==> src/rtl/seg_scan_decoder_pkg.sv <==
// Package for the scanned 7-segment receive path.
// Holds the active-low glyph constants shared with the display encoder,
// the digit count, the dwell FSM encoding and a one-hot index helper.
package seg_scan_decoder_pkg;

  localparam int DIGITS = 4;

  // Active-low segment patterns, seg[0]=a .. seg[6]=g.
  localparam logic [6:0] SEG_0 = 7'h40;
  localparam logic [6:0] SEG_1 = 7'h79;
  localparam logic [6:0] SEG_2 = 7'h24;
  localparam logic [6:0] SEG_3 = 7'h30;
  localparam logic [6:0] SEG_4 = 7'h19;
  localparam logic [6:0] SEG_5 = 7'h12;
  localparam logic [6:0] SEG_6 = 7'h02;
  localparam logic [6:0] SEG_7 = 7'h78;
  localparam logic [6:0] SEG_8 = 7'h00;
  localparam logic [6:0] SEG_9 = 7'h10;
  localparam logic [6:0] SEG_A = 7'h08;
  localparam logic [6:0] SEG_B = 7'h03;
  localparam logic [6:0] SEG_C = 7'h46;
  localparam logic [6:0] SEG_D = 7'h21;
  localparam logic [6:0] SEG_E = 7'h06;
  localparam logic [6:0] SEG_F = 7'h0E;

  typedef enum logic {WAIT = 1'b0, HOLD = 1'b1} dwell_state_e;

  // Index of the single set bit; only meaningful when sel is one-hot.
  function automatic logic [1:0] onehot_idx(input logic [DIGITS-1:0] sel);
    logic [1:0] idx;
    idx = 2'd0;
    for (int i = 0; i < DIGITS; i++)
      if (sel[i]) idx = 2'(i);
    return idx;
  endfunction

endpackage

==> src/rtl/seg_scan_decoder_if.sv <==
// Scanned display bus plus the decoded-result signals.
//   master: drives an/seg (display side / bench), observes results.
//   slave : the decoder; samples an/seg, drives results.
interface seg_scan_decoder_if;
  import seg_scan_decoder_pkg::*;

  logic [DIGITS-1:0]   an;
  logic [6:0]          seg;
  logic [4*DIGITS-1:0] value;
  logic                value_valid;
  logic                value_changed;
  logic [DIGITS-1:0]   digit_mask;
  logic                err_glyph;
  logic                err_anode;

  modport master (
    output an, seg,
    input  value, value_valid, value_changed, digit_mask, err_glyph, err_anode
  );

  modport slave (
    input  an, seg,
    output value, value_valid, value_changed, digit_mask, err_glyph, err_anode
  );
endinterface

==> src/rtl/seg_scan_decoder_glyph_decode.sv <==
// seg_glyph_decode: combinational active-low 7-seg pattern -> hex nibble.
//   seg_i   : 7-bit active-low pattern
//   nib_o   : decoded nibble (0 when illegal)
//   legal_o : pattern is one of the 16 hex glyphs
module seg_glyph_decode
  import seg_scan_decoder_pkg::*;
(
  input  logic [6:0] seg_i,
  output logic [3:0] nib_o,
  output logic       legal_o
);
  always_comb begin
    nib_o   = 4'h0;
    legal_o = 1'b1;
    case (seg_i)
      SEG_0: nib_o = 4'h0;
      SEG_1: nib_o = 4'h1;
      SEG_2: nib_o = 4'h2;
      SEG_3: nib_o = 4'h3;
      SEG_4: nib_o = 4'h4;
      SEG_5: nib_o = 4'h5;
      SEG_6: nib_o = 4'h6;
      SEG_7: nib_o = 4'h7;
      SEG_8: nib_o = 4'h8;
      SEG_9: nib_o = 4'h9;
      SEG_A: nib_o = 4'hA;
      SEG_B: nib_o = 4'hB;
      SEG_C: nib_o = 4'hC;
      SEG_D: nib_o = 4'hD;
      SEG_E: nib_o = 4'hE;
      SEG_F: nib_o = 4'hF;
      default: legal_o = 1'b0;
    endcase
  end
endmodule

==> src/rtl/seg_scan_decoder.sv <==
// seg_scan_decoder: monitors a 4-digit multiplexed 7-seg scan and
// reassembles the displayed 16-bit value.
//   clk, reset : clock, synchronous active-high reset
//   bus.an/seg : scanned anodes / segments, both active-low (inputs)
//   bus.value  : last completed frame; value_valid / value_changed pulses
//   bus.digit_mask : digits captured in the frame being assembled
//   bus.err_glyph / err_anode : sticky error flags
module seg_scan_decoder
  import seg_scan_decoder_pkg::*;
#(
  parameter int SETTLE_CYCLES = 4,
  parameter int CNT_W         = 8
) (
  input  logic                clk,
  input  logic                reset,
  seg_scan_decoder_if.slave   bus
);
  logic [DIGITS-1:0]   an_q;
  logic [6:0]          seg_q;
  logic [DIGITS+6:0]   prev_q;
  logic [CNT_W-1:0]    cnt_q, cnt_d;
  dwell_state_e        state_q, state_d;
  logic [4*DIGITS-1:0] frame_q, frame_d, value_q;
  logic [DIGITS-1:0]   mask_q, mask_d;
  logic                valid_q, changed_q, err_glyph_q, err_anode_q;

  logic [DIGITS+6:0] sample;
  logic              same, settled, capture, complete;
  logic [DIGITS-1:0] sel;
  logic              blank, one_hot, multi;
  logic [3:0]        nib;
  logic              legal;
  logic [1:0]        idx;

  seg_glyph_decode u_dec (.seg_i(seg_q), .nib_o(nib), .legal_o(legal));

  assign sample   = {an_q, seg_q};
  assign same     = (sample == prev_q);
  assign settled  = same && (cnt_q == CNT_W'(SETTLE_CYCLES - 1));
  assign sel      = ~an_q;
  assign blank    = (sel == '0);
  assign one_hot  = $onehot(sel);
  assign multi    = !blank && !one_hot;
  assign idx      = onehot_idx(sel);
  assign complete = (mask_q == '1);

  // Counter saturates so a long dwell can never re-hit the settle point.
  always_comb begin
    cnt_d = '0;
    if (same)
      cnt_d = (cnt_q == CNT_W'(SETTLE_CYCLES)) ? cnt_q : cnt_q + 1'b1;
  end

  always_comb begin
    state_d = state_q;
    capture = 1'b0;
    case (state_q)
      WAIT: if (settled) begin
        state_d = HOLD;
        capture = 1'b1;
      end
      HOLD: if (!same) state_d = WAIT;
      default: state_d = WAIT;
    endcase
  end

  // A completing frame clears the mask first so a coincident capture
  // starts the next frame.
  always_comb begin
    mask_d  = complete ? '0 : mask_q;
    frame_d = frame_q;
    if (capture && one_hot && legal) begin
      mask_d[idx]                   = 1'b1;
      frame_d[{idx, 2'b00} +: 4]    = nib;
    end
  end

  always_ff @(posedge clk) begin
    if (reset) begin
      an_q        <= '0;
      seg_q       <= '0;
      prev_q      <= '0;
      cnt_q       <= '0;
      state_q     <= WAIT;
      frame_q     <= '0;
      mask_q      <= '0;
      value_q     <= '0;
      valid_q     <= 1'b0;
      changed_q   <= 1'b0;
      err_glyph_q <= 1'b0;
      err_anode_q <= 1'b0;
    end else begin
      an_q      <= bus.an;
      seg_q     <= bus.seg;
      prev_q    <= sample;
      cnt_q     <= cnt_d;
      state_q   <= state_d;
      frame_q   <= frame_d;
      mask_q    <= mask_d;
      valid_q   <= complete;
      changed_q <= complete && (frame_q != value_q);
      if (complete) value_q <= frame_q;
      if (capture && one_hot && !legal) err_glyph_q <= 1'b1;
      if (capture && multi)             err_anode_q <= 1'b1;
    end
  end

  assign bus.value         = value_q;
  assign bus.value_valid   = valid_q;
  assign bus.value_changed = changed_q;
  assign bus.digit_mask    = mask_q;
  assign bus.err_glyph     = err_glyph_q;
  assign bus.err_anode     = err_anode_q;
endmodule

==> src/flat_wrapper.sv <==
// flat-port wrapper written by rule: the top's interface ports become plain ports
module seg_scan_decoder_flat import seg_scan_decoder_pkg::*;
#(
  parameter int SETTLE_CYCLES = 4,
  parameter int CNT_W         = 8
)
  (clk, reset, bus_an, bus_seg, bus_value, bus_value_valid, bus_value_changed, bus_digit_mask, bus_err_glyph, bus_err_anode);
  seg_scan_decoder_if bus_i ();
  input  logic clk;
  input  logic reset;
  input wire logic [$bits(bus_i.an)-1:0] bus_an;
  input wire logic [$bits(bus_i.seg)-1:0] bus_seg;
  output wire logic [$bits(bus_i.value)-1:0] bus_value;
  output wire logic [$bits(bus_i.value_valid)-1:0] bus_value_valid;
  output wire logic [$bits(bus_i.value_changed)-1:0] bus_value_changed;
  output wire logic [$bits(bus_i.digit_mask)-1:0] bus_digit_mask;
  output wire logic [$bits(bus_i.err_glyph)-1:0] bus_err_glyph;
  output wire logic [$bits(bus_i.err_anode)-1:0] bus_err_anode;
  assign bus_i.an = bus_an;
  assign bus_i.seg = bus_seg;
  assign bus_value = bus_i.value;
  assign bus_value_valid = bus_i.value_valid;
  assign bus_value_changed = bus_i.value_changed;
  assign bus_digit_mask = bus_i.digit_mask;
  assign bus_err_glyph = bus_i.err_glyph;
  assign bus_err_anode = bus_i.err_anode;
  seg_scan_decoder #(.SETTLE_CYCLES(SETTLE_CYCLES), .CNT_W(CNT_W)) u_core (.clk(clk), .reset(reset), .bus(bus_i));
endmodule
==> config.mk <==
export PLATFORM = sky130hd
export DESIGN_NAME = seg_scan_decoder_flat
export DESIGN_NICKNAME = d
export VERILOG_FILES = /design/src/rtl/seg_scan_decoder_pkg.sv /design/src/rtl/seg_scan_decoder_if.sv /design/src/rtl/seg_scan_decoder_glyph_decode.sv /design/src/rtl/seg_scan_decoder.sv /design/src/flat_wrapper.sv
export SDC_FILE = /design/constraint.sdc
export NUM_CORES = 1
export LEC_CHECK = 0
export CAP_MARGIN = 20
export CORE_ASPECT_RATIO = 0.75
export CORE_MARGIN = 2
export CORE_UTILIZATION = 50
export CTS_CLUSTER_DIAMETER = 100
export DETAILED_ROUTE_END_ITERATION = 10
export PLACE_DENSITY = 0.72
export SETUP_SLACK_MARGIN = 0.5
export SLEW_MARGIN = 20
export SYNTH_ARGS = -nofsm -noshare
export SYNTH_HDL_FRONTEND = slang
export SYNTH_SLANG_ARGS = --single-unit
export TNS_END_PERCENT = 30
==> constraint.sdc <==
create_clock -name clk -period 2.8 [get_ports clk]
set_input_delay 0.7 -clock clk [delete_from_list [all_inputs] [get_ports clk]]
set_output_delay 0.7 -clock clk [all_outputs]
set_load 0.05 [all_outputs]
* Word level (Yosys, flattened, before mapping)
Index checks and enable logic that the tools add are counted.
Cells by class: $add $sub $neg 5, $lt $le $gt $ge 2, equal/unequal tests 21, shift operators 2, multiplexer cells 14, bitwise operators 4, reduce and logical (&&, ||, !) cells 15
Operators with widths (count):
- one-hot mux 4 bit (15 select lines) | 1
- == test 7 bit (second input constant) | 4
- == test 7 x 5 -> 1 bit (second input constant) | 3
- == test 7 x 6 -> 1 bit (second input constant) | 3
- bitwise mux 16 bit | 1
- inequality test 16 bit | 1
- OR reduction 16 bit | 1
- variable shift 4 x 6 -> 16 bit (first input constant) | 1
- indexed part select 4 x 6 -> 16 bit | 1
- == test 7 x 2 -> 1 bit (second input constant) | 2
- == test 7 x 4 -> 1 bit (second input constant) | 2
- == test 11 bit | 1
- adder 8 x 1 -> 8 bit (second input constant) | 1
- == test 8 x 2 -> 1 bit (second input constant) | 1
- == test 8 x 3 -> 1 bit (second input constant) | 1
- logical AND 1 bit | 8
- two-way mux 4 bit | 2
- == test 7 x 3 -> 1 bit (second input constant) | 1
- zero test 7 bit | 1
- two-way mux 1 bit | 6
- negation 4 -> 6 bit | 1
- adder 1 x 1 -> 2 bit | 2
- == test 4 bit (second input constant) | 1
- zero test 4 bit | 1
- 12 further kinds | 16
Storage, ports and cells: register bits after elaboration 71, bits of input ports 13, output and inout bits 24, logic and storage cells 75

* Logic depth before layout (Yosys ltp)
Gate-level depths: netlist of run 1.
depth in word-level cells 10, depth in mapped cells 10, mapped depth without buffers 10

* Cells and area by module
Synthesis of run 1 repeated with hierarchy kept, for this count alone.
Unflattened totals: cell total of the unflattened synthesis 366, area total of the unflattened synthesis 3390.8 µm²
Modules (own cells, without submodules):
- seg_scan_decoder | times used 1, cells each 303, area an instance 2997.9 µm², sequential area each 1421.4 µm²
- seg_glyph_decode | times used 1, cells each 63, area an instance 392.9 µm², sequential area each 0.0 µm²

* Worst setup path after synthesis of run 1
Ideal clock, no wire load.
kind flip-flop to flip-flop, from reg u_core.an_q[2], to reg u_core.frame_q[3], library setup time 0.123 ns, data arrival time 2.585 ns, required time 2.677 ns, slack 0.092 ns, cell stages (with the launch flop) 11, buffers on the path 0, period minus slack after synthesis 2.708 ns, path through dfxtp_1 > inv_1 > ha_1 > ha_1 > inv_1 > fa_1 > and3_1 > nand4b_1 > nor4_4 > o2111ai_4 > mux2_1
Between the ends: word-level cells in the longest chain between the ends 6, elaborated cells on any way between the ends 16, those cells by class add/sub (3); eq/ne (2); shift (2); mux (5); bitwise (1); reduce/logical (3)
RTL lines:
- from (decl) | RTL line seg_scan_decoder.sv:18 | logic [DIGITS-1:0] an_q;
- from (signal assigned) | RTL line seg_scan_decoder.sv:93 | an_q <= bus.an;
- inverter 4 bit / == test 11 bit (equally long branches) | RTL line seg_scan_decoder.sv:40, seg_scan_decoder.sv:38
- two-way mux 2 bit, or another cell as far along (2 in series) | RTL line seg_scan_decoder_pkg.sv:33 | if (sel[i]) idx = 2'(i);
- negation 4 -> 6 bit, or another cell as far along | RTL line seg_scan_decoder.sv:74 | frame_d[{idx, 2'b00} +: 4] = nib;
- indexed part select 4 x 6 -> 16 bit, or another cell as far along | RTL line seg_scan_decoder.sv:74
- bitwise mux 16 bit / logical AND 1 bit (equally long branches) | RTL line seg_scan_decoder.sv:74, seg_scan_decoder.sv:72
- to (signal assigned) | RTL line seg_scan_decoder.sv:98 | frame_q <= frame_d;
- to (decl) | RTL line seg_scan_decoder.sv:23 | logic [4*DIGITS-1:0] frame_q, frame_d, value_q;
Several ways; a longest one is shown, not always the timed one. A chain may end at the register's enable or synchronous reset.

* Final worst setup path of run 1
from reg u_core.an_q[1], to reg u_core.frame_q[3]
Between the ends: word-level cells in the longest chain between the ends 7, elaborated cells on any way between the ends 17, those cells by class add/sub (3); eq/ne (2); shift (2); mux (6); bitwise (1); reduce/logical (3)
RTL lines:
- inverter 4 bit | RTL line seg_scan_decoder.sv:40 | assign sel = ~an_q;
- two-way mux 1 bit | RTL line seg_scan_decoder_pkg.sv:33
- two-way mux 2 bit (2 in series) | RTL line seg_scan_decoder_pkg.sv:33
- negation 4 -> 6 bit | RTL line seg_scan_decoder.sv:74
- indexed part select 4 x 6 -> 16 bit / variable shift 4 x 6 -> 16 bit (equally long branches) | RTL line seg_scan_decoder.sv:74
- bitwise mux 16 bit | RTL line seg_scan_decoder.sv:74
Several ways; a longest one is shown, not always the timed one.

==> results of run 1 <==
flip-flops by register name, summed over array words and instances (netlist names):
name / count
u_core.bus.value_valid: 1
u_core.state_q: 1
u_core.seg_q: 7
u_core.cnt_q: 8
u_core.an_q: 4
u_core.bus.value_changed: 1
u_core.bus.digit_mask: 4
u_core.bus.err_anode: 1
u_core.frame_q: 16
u_core.bus.err_glyph: 1
u_core.prev_q: 11
u_core.bus.value: 16
placed cells by master (no fill, tap or decap), types with 5 or more instances in the layout:
master and instances:
xnor2_1 29, clkbuf_8 9, nor3_1 6, mux2i_1 10, inv_1 8, xor2_1 5, nand4_1 7, nor2b_1 23
buf_4 13, clkdlybuf4s50_1 35, mux2_2 5, nand3_1 8, ha_1 5, dfxtp_1 67, nor2_1 20, nand2_1 53
a21oi_1 28
how the worst max path moves through the flow:
stage | start | endpoint | slack, ns | depth (start not counted)
final | u_core.an_q[1] | u_core.frame_q[3] | 0.27 | 11
after global routing | u_core.an_q[1] | u_core.frame_q[3] | 0.14 | 11
after global placement | u_core.an_q[2] | u_core.frame_q[3] | 0.16 | 11
after CTS | u_core.an_q[0] | u_core.frame_q[3] | 0.28 | 11
after floorplan | u_core.an_q[2] | u_core.frame_q[3] | 0.12 | 10
after detailed placement | u_core.an_q[2] | u_core.frame_q[3] | 0.12 | 11
cell families after synthesis:
logic type / count (synthesis)
xor gates and xnor gates: 34
buffers and inverters: 31
DFF: 71
muxes: 16
AOI/OAI and AO/OA: 50
and+or+nand+nor: 150
adders and majority gates: 9
area by class of cell:
class / instances / area [um^2]
fill: 553 / 2330
timing repair buffer: 50 / 464
clock buffer: 9 / 124
inverter: 13 / 51.3
sequential: 71 / 1430
tap: 81 / 101
multi-input combinational: 259 / 1840
clock inverter: 6 / 38.8
stage by stage:
stage,power (mW),utilization,std cells,cell area [um^2],hold WS [ns]
after global placement,1.22,0.594,465,3790,0.453
final,1.90,0.635,489,4050,0.475
after detailed placement,1.22,0.594,465,3790,0.464
after floorplan,1.18,-,361,3390,0.445
after CTS,1.92,0.635,489,4050,0.476
after global routing,1.97,0.635,489,4050,0.507
layer usage:
metal	wire length, um	GRT usage	vias to the layer above
met4	111	0.0791	0
met2	3040	0.314	49
met3	369	0.0576	10
met1	3570	0.283	1217
met5	0	0	-
li1	-	-	1323
worst max-delay path, delay by kind of cell (launching register included):
family                     cells  cell delay, ns
AOI/OAI and AO/OA              1            0.12
adders and majority gates      3            0.85
buffers and inverters          3            0.26
DFF                            1            0.34
muxes                          1            0.33
and+or+nand+nor                3            0.51
power by group:
| part | switching, mW | internal (mW) | total (mW) |
|---|---|---|---|
| logic | 0.0858 | 0.0747 | 0.160 |
| clock network | 0.382 | 0.312 | 0.694 |
| registers | 0.0251 | 1.02 | 1.05 |
what timing repair did:
action / in CTS / in global routing
endpoints found under the setup margin: 23 / 25
resized for setup: 7 / 0
gates cloned: 0 / 0
pin swaps: 5 / 0
buffers inserted: 9 / 0
==> metrics.txt, run 1 <==
top-count cell post-synth=dfxtp_1; Yosys top cell area share=0.425; Synth area leader=dfxtp_1; largest net degree at the start of global routing=27; full die area=between 7000 and 8000 um^2; num ports=37; pre-CTS WS=0.115 ns; most frequent cells after synthesis=dfxtp_1, nand2_1, xnor2_1; Post-Syn Area=approximately 3300 um^2; P per Cell Area=between 400 and 500 nW/um^2; R2R cell count=11; CTS Sinks=a little over 70; CP required=3.04 ns; HP Start=u_core.bus.err_anode; Slew @ Worst Pin=between 0.6 and 0.7 ns; WL/cell=between 10 and 15 um; worst reg-to-reg setup slack=~0.27 ns; Setup WS post-layout=0.271 ns; Final Max Slew Viols=0; Finish-stage setup viols=0; HP Class=reg -> reg; H-tree Lvls=3; maximum vdd ir drop=roughly 0.40 mV; maximum clock insertion buffer count=2; Synth-to-Final Area Change=21.2%; post-synthesis mux area share=0.0502; Die H=around 75 um; Core ar.=between 6000 and 7000 um^2; Clock Tree Root=clkbuf_8; WL final=7090 um; asr flop ratio synth=0; Arr. time, crit path=~2.8 ns; nets=between 400 and 500; status=finished, final reports clean; reg2reg start=u_core.an_q[1]; Hold Buf Count CTS=0; DPL Wire Length=around 5000 um; GRT Util Overall=0.206; r2r endpoint=u_core.frame_q[3]; FP Rows=25; Compound-Gate Fraction of Synth Area=0.116; CP max FO=7; initial antenna violation count=0; Synth area leaders=dfxtp_1, xnor2_1, nand2_1, nor2b_1, a21oi_1; Leak=about 1.4 nW; Synth Instances=roughly 360; DR pass1 iterations=4; syn_nets=approximately 380; setup TNS=0 ns; EDFF count, synth=0; DRT antenna net count=0; Hold Path End=u_core.bus.err_anode; CP Capture Type=flop; Critical Path Max Stage Delay=between 0.4 and 0.5 ns; CTS tree=done; Max-cap violations=0; crit share post-route=0.903; clk_lat worst skew=0.35 ns; yosys warns=0; endpoints failing hold=0; Initial Util=0.524; Port Buffer Count=36; share of layout cells above drive strength 1=0.147; iteration-0 DRC count of the detailed router=77; Inserted Clock Buffers=9; RSZ-0062 raised after global routing=true; WHS Path Cells=2; CP Cell Sequence=inv_2, ha_4, ha_4, inv_2, fa_1, and3_1, nand4b_1, nor4_4, buf_6, o2111ai_4, mux2_4; via count=between 2,000 and 3,000; synth unique cells=a little over 50; post-synthesis register bit count=71; critical path type=reg -> reg; GRT overflow=0; relative slew slack=0.580; vias in the first global route=approximately 2,500; clk_skew=about 0.0085 ns; Die Width=~98 um; ANT cells=0; Post-Synth XOR/XNOR Area=0.0891; largest family of logic cells by synthesized area=simple AND/OR/NAND/NOR gates; f_max=just under 0.4 GHz; global-route wire length before repair=approximately 12,000 um; min cycle time layout=around 2.5 ns; Post-Synth Simple-Gate Area=0.242; Syn Area/Cell=a little over 9 um^2; dominant synthesized flop cell=dfxtp_1; Worst path slowest cell=fa_1; # DRC=0; Clock transition at path regs=0.07 ns; post-synthesis sequential area ratio=0.425; Adder-Cell Fraction of Synth Area=0.0360; CP Launch Type=flop; GPL Wtd Cong=0.792; vias per inst=between 5 and 6
No activity file was read; power rests on OpenSTA's default activity.
==> inputs of run 2 (changes only) <==
--- a/config.mk
+++ b/config.mk
@@ -13,7 +13,6 @@
 export DETAILED_ROUTE_END_ITERATION = 10
 export PLACE_DENSITY = 0.72
 export SETUP_SLACK_MARGIN = 0.5
-export SLEW_MARGIN = 20
 export SYNTH_ARGS = -nofsm -noshare
 export SYNTH_HDL_FRONTEND = slang
 export SYNTH_SLANG_ARGS = --single-unit
==> results of run 2 <==
The final DEF is identical to that of run 1; final timing and power are the same.
==> inputs of run 3 (changes only) <==
--- a/config.mk
+++ b/config.mk
@@ -11,6 +11,7 @@
 export CORE_UTILIZATION = 50
 export CTS_CLUSTER_DIAMETER = 100
 export DETAILED_ROUTE_END_ITERATION = 10
+export HOLD_SLACK_MARGIN = 0.08
 export PLACE_DENSITY = 0.72
 export SETUP_SLACK_MARGIN = 0.5
 export SYNTH_ARGS = -nofsm -noshare
==> results of run 3 <==
The final DEF is identical to that of run 1; final timing and power are the same.
